### src/rtl/kbd_fifo_ctrl.sv
// Keyboard receive FIFO with memory-mapped DATA and STATUS/CTRL registers.
// A level interrupt vector is raised while unread bytes remain queued.
`ifndef Key_base
`define Key_base 64'h0000_0000_0000_2000
`endif

// state     | meaning
// S_IDLE    | no request; waits for irq_en with data queued
// S_PENDING | vector driven until the CPU acknowledges
// S_ACKED   | acknowledged; re-arms after a DATA pop leaves data behind
module kbd_fifo_ctrl #(
    parameter int          DEPTH  = 8,
    parameter logic [63:0] BASE   = `Key_base,
    parameter logic [3:0]  VECTOR = 4'd1
) (
    input  logic        clk,
    input  logic        reset,
    input  logic [7:0]  ascii,
    input  logic        key_pressed,
    input  logic [63:0] bus_address,
    input  logic        bus_read_enable,
    input  logic        bus_write_enable,
    input  logic [63:0] bus_write_data,
    output logic [63:0] bus_read_data,
    output logic [3:0]  interrupt_vector,
    input  logic        interrupt_ack
);
    localparam int AW = $clog2(DEPTH);
    localparam int CW = AW + 1;

    typedef enum logic [1:0] {S_IDLE, S_PENDING, S_ACKED} irq_state_t;

    logic [7:0]    r_mem [DEPTH];
    logic [AW-1:0] r_wptr;
    logic [AW-1:0] r_rptr;
    logic [CW-1:0] r_count;
    logic          r_ovf;
    logic          r_irq_en;
    logic          r_key_d1;
    logic          r_key_d2;
    logic          r_rd_d1;
    logic          r_rd_d2;
    logic          r_wr_d1;
    logic          r_wr_d2;
    logic          r_ack_d;
    logic [7:0]    r_ascii;
    logic [2:0]    r_wdata;
    irq_state_t    r_state;
    logic          r_repend;

    logic          w_rd_sel;
    logic          w_stat_sel;
    logic          w_wr_sel;
    logic          w_nonempty;
    logic          w_full;
    logic          w_rd_evt;
    logic          w_wr_evt;
    logic          w_flush;
    logic          w_pop;
    logic          w_push_req;
    logic          w_push;
    logic          w_drop;
    logic          w_irq_off;
    logic [CW-1:0] w_count_nxt;
    logic [63:0]   w_status;
    logic          w_unused;

    assign w_rd_sel   = bus_read_enable && (bus_address == BASE);
    assign w_stat_sel = (bus_address == BASE + 64'd8);
    assign w_wr_sel   = bus_write_enable && w_stat_sel;

    assign w_nonempty = (r_count != '0);
    assign w_full     = (r_count == CW'(DEPTH));
    assign w_rd_evt   = r_rd_d1 & ~r_rd_d2;
    assign w_wr_evt   = r_wr_d1 & ~r_wr_d2;
    assign w_flush    = w_wr_evt & r_wdata[2];
    assign w_pop      = w_rd_evt & w_nonempty;
    assign w_push_req = r_key_d1 & ~r_key_d2 & (r_ascii != 8'd0);
    // A pop in the same cycle frees a slot, so a full FIFO still accepts the push.
    assign w_push     = w_push_req & ~w_flush & (~w_full | w_pop);
    assign w_drop     = w_push_req & ~w_flush & w_full & ~w_pop;
    assign w_irq_off  = ~r_irq_en | (w_wr_evt & ~r_wdata[0]);

    assign w_count_nxt = w_flush ? '0 : (r_count + CW'(w_push) - CW'(w_pop));
    assign w_status    = {48'd0, 8'(r_count), 4'd0, r_irq_en, r_ovf, w_full, w_nonempty};
    assign w_unused    = ^bus_write_data[63:3];

    always_ff @(posedge clk) begin
        if (reset) begin
            r_key_d1 <= 1'b0;
            r_key_d2 <= 1'b0;
            r_rd_d1  <= 1'b0;
            r_rd_d2  <= 1'b0;
            r_wr_d1  <= 1'b0;
            r_wr_d2  <= 1'b0;
            r_ack_d  <= 1'b0;
            r_ascii  <= 8'd0;
            r_wdata  <= 3'd0;
        end else begin
            r_key_d1 <= key_pressed;
            r_key_d2 <= r_key_d1;
            r_rd_d1  <= w_rd_sel;
            r_rd_d2  <= r_rd_d1;
            r_wr_d1  <= w_wr_sel;
            r_wr_d2  <= r_wr_d1;
            r_ack_d  <= interrupt_ack;
            r_ascii  <= ascii;
            r_wdata  <= bus_write_data[2:0];
        end
    end

    always_ff @(posedge clk) begin
        if (w_push) begin
            r_mem[r_wptr] <= r_ascii;
        end
    end

    always_ff @(posedge clk) begin
        if (reset) begin
            r_wptr   <= '0;
            r_rptr   <= '0;
            r_count  <= '0;
            r_ovf    <= 1'b0;
            r_irq_en <= 1'b1;
        end else begin
            if (w_flush) begin
                r_wptr <= '0;
                r_rptr <= '0;
            end else begin
                if (w_push) r_wptr <= r_wptr + AW'(1);
                if (w_pop)  r_rptr <= r_rptr + AW'(1);
            end
            r_count <= w_count_nxt;
            if (w_wr_evt) begin
                r_irq_en <= r_wdata[0];
                if (r_wdata[1]) r_ovf <= 1'b0;
            end
            if (w_drop) r_ovf <= 1'b1;
        end
    end

    always_ff @(posedge clk) begin
        if (reset) begin
            bus_read_data <= '0;
        end else if (w_rd_evt) begin
            bus_read_data <= w_nonempty ? {56'd0, r_mem[r_rptr]} : 64'd0;
        end else if (bus_read_enable && w_stat_sel) begin
            bus_read_data <= w_status;
        end
    end

    always_ff @(posedge clk) begin
        if (reset) begin
            r_state          <= S_IDLE;
            r_repend         <= 1'b0;
            interrupt_vector <= 4'd0;
        end else if (w_irq_off || w_flush) begin
            r_state          <= S_IDLE;
            r_repend         <= 1'b0;
            interrupt_vector <= 4'd0;
        end else begin
            case (r_state)
                S_IDLE: begin
                    if (w_nonempty) begin
                        r_state          <= S_PENDING;
                        interrupt_vector <= VECTOR;
                    end
                end
                S_PENDING: begin
                    if (r_ack_d) begin
                        r_state          <= S_ACKED;
                        interrupt_vector <= 4'd0;
                    end else if (w_count_nxt == '0) begin
                        r_state          <= S_IDLE;
                        interrupt_vector <= 4'd0;
                    end
                end
                S_ACKED: begin
                    // A pop seen while ack is still held is remembered until ack drops.
                    if (w_count_nxt == '0) begin
                        r_state  <= S_IDLE;
                        r_repend <= 1'b0;
                    end else if ((r_repend || w_pop) && !r_ack_d) begin
                        r_state          <= S_PENDING;
                        r_repend         <= 1'b0;
                        interrupt_vector <= VECTOR;
                    end else if (w_pop) begin
                        r_repend <= 1'b1;
                    end
                end
                default: begin
                    r_state          <= S_IDLE;
                    r_repend         <= 1'b0;
                    interrupt_vector <= 4'd0;
                end
            endcase
        end
    end
endmodule
### config.mk
export PLATFORM = sky130hd
export DESIGN_NAME = kbd_fifo_ctrl
export DESIGN_NICKNAME = d
export VERILOG_FILES = /design/src/rtl/kbd_fifo_ctrl.sv
export SDC_FILE = /design/constraint.sdc
export NUM_CORES = 1
export LEC_CHECK = 0
export CAP_MARGIN = 20
export CORE_UTILIZATION = 43
export CTS_BUF_LIST = sky130_fd_sc_hd__clkbuf_16
export CTS_CLUSTER_DIAMETER = 150
export DETAILED_ROUTE_END_ITERATION = 8
export GPL_TIMING_DRIVEN = 0
export PLACE_DENSITY = 0.9
export SYNTH_ARGS = -nofsm -noshare
export SYNTH_HDL_FRONTEND = slang
export SYNTH_SLANG_ARGS = --single-unit
export TNS_END_PERCENT = 10
### constraint.sdc
create_clock -name clk -period 3.7 [get_ports clk]
set_input_delay 0.555 -clock clk [delete_from_list [all_inputs] [get_ports clk]]
set_output_delay 0.555 -clock clk [all_outputs]
set_load 0.03 [all_outputs]
# Word level (Yosys, flattened, before mapping)
# Memory sizes are Yosys's and may differ from the RTL's. A register that Yosys moved wholly into a read port is not among the register bits.
# Index checks and enable logic that the tools add are counted.
# totals
register_bits	101
memories	1
wordCells	104
in_bits	142
output_inout_bits	68
ramBits	64
# mem_list
memory	depth	width	rd	rd_clocked_by_memory_dff	write_ports	line	source
r_mem	8	8	1	1	1	33	logic [7:0] r_mem [DEPTH];
# classes
addsub	4
mux	27
n_reduce_logical	21
bitwise_logic	22
n_eq_ne	11
# ops
op	n
== test 64 x 14 -> 1 bit (second input constant)	2
2-to-1 mux 64 bit	2
2-to-1 mux 4 bit	6
case mux 4 bit (3 select lines)	1
bitwise AND 1 bit	11
2-to-1 mux 2 bit	5
inverter 1 bit	9
2-to-1 mux 1 bit	8
2-to-1 mux 8 bit	1
nonzero test 8 bit	1
adder 3 x 1 -> 3 bit (second input constant)	2
2-to-1 mux 3 bit	2
inequality test 2 bit (second input constant)	3
inequality test 3 bit (second input constant)	2
case mux 2 bit (3 select lines)	1
nonzero test 2 bit	3
OR reduction 2 bit	3
adder 4 x 1 -> 4 bit	1
== test 4 bit (second input constant)	1
logical AND 1 bit	4
zero test 4 bit	1
inequality test 4 bit (second input constant)	1
AND reduction 2 bit	2
AND reduction 4 bit	1
other kinds (10)	12

# Longest topological paths before layout
# logic_depth
depth_word	13
ltp_mapped	15

# Least setup slack after synthesis
# Ideal clock, no wire load.
# synth_path
path_type	reg-to-reg
from	register r_count[2]
to	register interrupt_vector[0]
setup_slack_ps	635
stages_incl_launch_ff	16
path_buffers	0
synth_period_minus_slack_ps	3065
arrival_ps	2943
required_ps	3579
setup_time_ps	121
cell_sequence	dfxtp_1 -> inv_1 -> ha_1 -> nor3b_1 -> or2_2 -> inv_2 -> o21ai_2 -> ha_1 -> inv_1 -> ha_1 -> fa_1 -> xnor2_1 -> nand3_1 -> mux2_2 -> a21oi_1 -> o22ai_1
# synth_between
elab_chain_len	10
word_cells_on_any_way	17
cone_classes	add/sub: 2; eq/ne: 5; mux: 1; bitwise: 4; reduce/logical: 5
# synth_lines
item	line	source
start: declaration	36	logic [CW-1:0] r_count;
start signal: assignment	133	r_count <= w_count_nxt;
nonzero test 4 bit or == test 4 bit (tied branches)	72, 73	
bitwise AND 1 bit or inverter 1 bit (tied branches)	77, 80	
OR 1 bit	80	assign w_push = w_push_req & ~w_flush & (~w_full | w_pop);
bitwise AND 1 bit	80	
adder 4 x 1 -> 4 bit	84	assign w_count_nxt = w_flush ? '0 : (r_count + CW'(w_push) - CW'(w_pop));
subtractor 4 x 1 -> 4 bit	84	
2-to-1 mux 4 bit	84	
zero test 4 bit	173, 180	
inequality test 3 bit (no line) or inequality test 2 bit (tied branches)	n/a	
AND reduction 4 bit (no line) *	n/a	
end signal: assignment	172	interrupt_vector <= 4'd0;
end signal: assignment	175	interrupt_vector <= 4'd0;
end signal: assignment	186	interrupt_vector <= VECTOR;
end: declaration	25	output logic [3:0] interrupt_vector,
# Mark *: on every way between the ends. The rest lies on a longest branch, timed or not.
# A chain may end at the register's enable or synchronous reset.

# Worst setup path in the final report
# layout_path
from	register r_count[2]
to	register r_state[1]
# layout_between
elab_chain_len	10
word_cells_on_any_way	18
cone_classes	add/sub: 2; eq/ne: 4; mux: 3; bitwise: 4; reduce/logical: 5
# layout_lines
item	line	source
nonzero test 4 bit or == test 4 bit (tied branches)	72, 73	
bitwise AND 1 bit or inverter 1 bit (tied branches)	77, 80	
OR 1 bit	80	
bitwise AND 1 bit	80	
adder 4 x 1 -> 4 bit	84	
subtractor 4 x 1 -> 4 bit	84	
2-to-1 mux 4 bit	84	
zero test 4 bit	173, 180	
inequality test 3 bit (no line) or 2-to-1 mux 2 bit (tied branches)	n/a	
AND reduction 3 bit (no line) or case mux 2 bit (3 select lines) (tied branches)	n/a	
end signal: assignment	174	r_state <= S_IDLE;
end signal: assignment	181	r_state <= S_IDLE;
end signal: assignment	184	r_state <= S_PENDING;
end: declaration	48	irq_state_t r_state;
# Parallel ways exist; a longest one is shown, timed or not.

==> summary.md <==
| Metric | Value |
|---|---|
| Pwr Total | `3.35 mW` |
| Cell Area, Placed | `6390 um^2` |
| Hpwl dp | `8540 um` |
| Placer congestion estimate | `0.835` |
| Worst VDD drop | `0.476 mV` |
| Max transition margin | `0.400` |
| CP max FO | `7` |
| Top cell types by occurrence after synthesis | `edfxtp_1, buf_4, dfxtp_1` |
| CTS root buffer | `clkbuf_16` |
| Ys async rst share | `0` |
| Area Growth Syn to Fin | `39.4%` |
| MaxCap Viol Count | `0` |
| Gr ovfl total | `0` |
| Ant. Diodes | `0` |
| Die width | `110 um` |
| Most common cell in the netlist | `edfxtp_1` |
| Setup TNS | `0 ns` |
| Reg2Reg Launch Point | `r_count[2]$_SDFF_PP0_` |
| Residual DRC count | `0` |
| DR WL/cell | `17.1 um` |
| Largest net degree at the start of global routing | `17` |
| Post-synth EDFFs | `64` |
| Number of distinct library cells after synthesis | `52` |
| Netlist area before placement | `5010 um^2` |
| Worst setup EP type | `flip-flop` |
| Fin. max-slew vios | `0` |
| HP Start | `bus_read_data[3]$_SDFFE_PP0P_` |
| Synth top area share | `0.384` |
| Clk sink count | `113` |
| Worst-case clock buffer depth | `2` |
| Main synth FF type | `edfxtp_1` |
| Die area | `12100 um^2` |
| Tightest Pin Transition | `0.897 ns` |
| Final min period | `3.61 ns` |
| Syn_area_per_cell | `12.8 um^2` |
| CTS buffer count | `17` |
| Total Routing Usage GR | `0.210` |
| Synthesized flop and latch total | `113` |
| I/O Buffers | `93` |
| Vias per inst | `5.03` |
| CTS tree | `done` |
| Worst-Skew Late Latency | `0.42 ns` |
| R2R setup slack | `0.09 ns` |
| Worst Hold Class | `reg2reg` |
| I/O pin count | `210` |
| Worst Clk Skew | `0.0125 ns` |
| Fraction of layout instances using a drive strength above 1 | `0.228` |
| Reg clk slew, reported paths | `0.06 ns` |
| P per Cell Area | `479 nW/um^2` |
| Critical path arrival | `3.89 ns` |
| RR Endpoint | `r_state[1]$_SDFFE_PP0P_` |
| CTS H-tree lvls | `4` |
| Total Nets Final | `716` |
| Cells after synthesis | `392` |
| CP Class | `reg2reg` |
| Final setup fails | `0` |
| Core area | `11400 um^2` |
| Row Count | `39` |
| Starting Density | `0.441` |
| Yosys warns | `0` |
| Post-route ant nets | `0` |
| Final Core Density | `0.614` |
| Layout Cell Area excl Fill | `6980 um^2` |
| # hold bufs at CTS | `0` |
| First-pass GRT wire length | `18200 um` |
| Via count | `3628` |
| Outcome | `finished, final reports clean` |
| Worst setup SP type | `flip-flop` |
| Cell depth of the worst flop-to-flop path | `15` |
| Final worst-path cycle share | `0.976` |
| Worst endpoint required time | `3.98 ns` |
| Initial antenna violation count | `0` |
| Final hold viol count | `0` |
| Synth area leaders | `edfxtp_1, dfxtp_1, buf_4` |
| Iter 0 DRT Violations | `270` |
| Worst Hold End | `bus_read_data[3]$_SDFFE_PP0P_` |
| P_leak | `2.66 nW` |
| Die span in y | `110 um` |
| Wirelength, routed | `12400 um` |
| Drt pass-1 iters | `6` |
| Sequential fraction of the synthesis area | `0.579` |
| Max Freq | `277 MHz` |
| Vias in the first global route | `3432` |
| Area leader, netlist | `edfxtp_1` |
| Hold Crit Depth | `2` |
-- layout by cell type (no fill, tap or decap), drive strengths merged, types with 3 or more instances in the layout --
master and n:
xor2 3, nand3b 3, nor3 4, nor4 17
nor3b 5, clkinv 5, mux4 16, o31ai 3
a221oi 3, nand2b 4, a22oi 3, o21ai 6
mux2 6, nand4 6, o211ai 7, nand2 17
and2 4, xnor2 3, dfxtp 49, conb 55
inv 19, nor4b 3, clkbuf 27, nand3 4
nor2b 17, a21oi 14, buf 70, edfxtp 64
clkdlybuf4s50 93, nor2 19, ha 8
-- metal layers --
layer,vias up,track usage,share of wire
met5,-,0,0
met2,186,0.355,0.53
met1,1719,0.252,0.38
met3,36,0.0581,0.063
li1,1687,-,-
met4,0,0.0876,0.026
-- metrics by stage --
step	hold slack (ns)	setup slack [ns]	cells
finish	0.469	0.0882	721
global route	0.489	-0.00698	721
CTS	0.467	0.114	721
detailed placement	0.458	0.0939	689
global placement	0.460	0.247	682
floorplan	0.439	0.635	446
-- final cells by class --
type                       count  area [um^2]
tap                          143          179
sequential                   113         2900
clock inverter                13         91.3
timing repair buffer         100          983
buffer                        71          484
clock buffer                  19          475
fill                         807         4390
multi-input combinational    249         1820
inverter                      13         48.8
-- sequential cells by signal, indices dropped and copies added (netlist names), named ones only --
name	count
r_rd_d1	1
r_rptr	3
interrupt_vector	1
r_state	2
r_repend	1
r_key_d2	1
bus_read_data	12
r_rd_d2	1
r_wdata	3
r_ovf	1
r_irq_en	1
r_count	4
r_mem	64
r_key_d1	1
r_wptr	3
r_ascii	8
r_wr_d2	1
r_ack_d	1
r_wr_d1	1
-- worst max-delay path, cell delays in order (launching register included) --
cell and delay [ns]:
dfxtp_1 0.32, inv_1 0.12, ha_1 0.17, nor3b_2 0.27, or2_2 0.25, inv_2 0.10
o21ai_4 0.32, ha_1 0.31, inv_1 0.06, ha_1 0.18, fa_1 0.44, nor2_1 0.18
nand3b_1 0.12, mux2_2 0.32, o2111ai_1 0.15, a21oi_1 0.15
-- power breakdown --
| group | internal, mW | total, mW | switching (mW) |
|---|---|---|---|
| registers | 1.37 | 1.40 | 0.0343 |
| clock network | 0.984 | 1.53 | 0.549 |
| logic | 0.197 | 0.411 | 0.213 |
| total | 2.55 | 3.35 | 0.797 |
-- logic make-up after synthesis --
family,count (synthesis),share of synthesized area
compound gates,46,0.0644
xor+xnor,6,0.0105
fa+ha+maj,9,0.0240
buf+inv,84,0.106
flops,113,0.579
mux,23,0.0874
other cells,1,0.000748
simple gates,110,0.128
-- what timing repair did --
action	4_1_cts	5_1_grt
gates cloned	0	0
resized for setup	1	3
endpoints found under the setup margin	3	4
setup buffers	0	0
pin swaps	0	1
-- how the worst max path moves through the flow --
| stage | from | to | slack, ns | cells past startpoint |
|---|---|---|---|---|
| final | r_count[2]$_SDFF_PP0_ | r_state[1]$_SDFFE_PP0P_ | 0.09 | 15 |
| after global routing | r_count[2]$_SDFF_PP0_ | interrupt_vector[0]$_SDFFE_PP0P_ | -0.007 | 15 |
| after CTS | r_count[2]$_SDFF_PP0_ | interrupt_vector[0]$_SDFFE_PP0P_ | 0.11 | 15 |
| after detailed placement | r_count[2]$_SDFF_PP0_ | interrupt_vector[0]$_SDFFE_PP0P_ | 0.09 | 15 |
| after global placement | r_count[2]$_SDFF_PP0_ | r_mem[4][6]$_DFFE_PP_ | 0.25 | 7 |
| after floorplan | r_count[2]$_SDFF_PP0_ | interrupt_vector[0]$_SDFFE_PP0P_ | 0.64 | 15 |
Note: power is estimated with default switching activity, not from simulation.
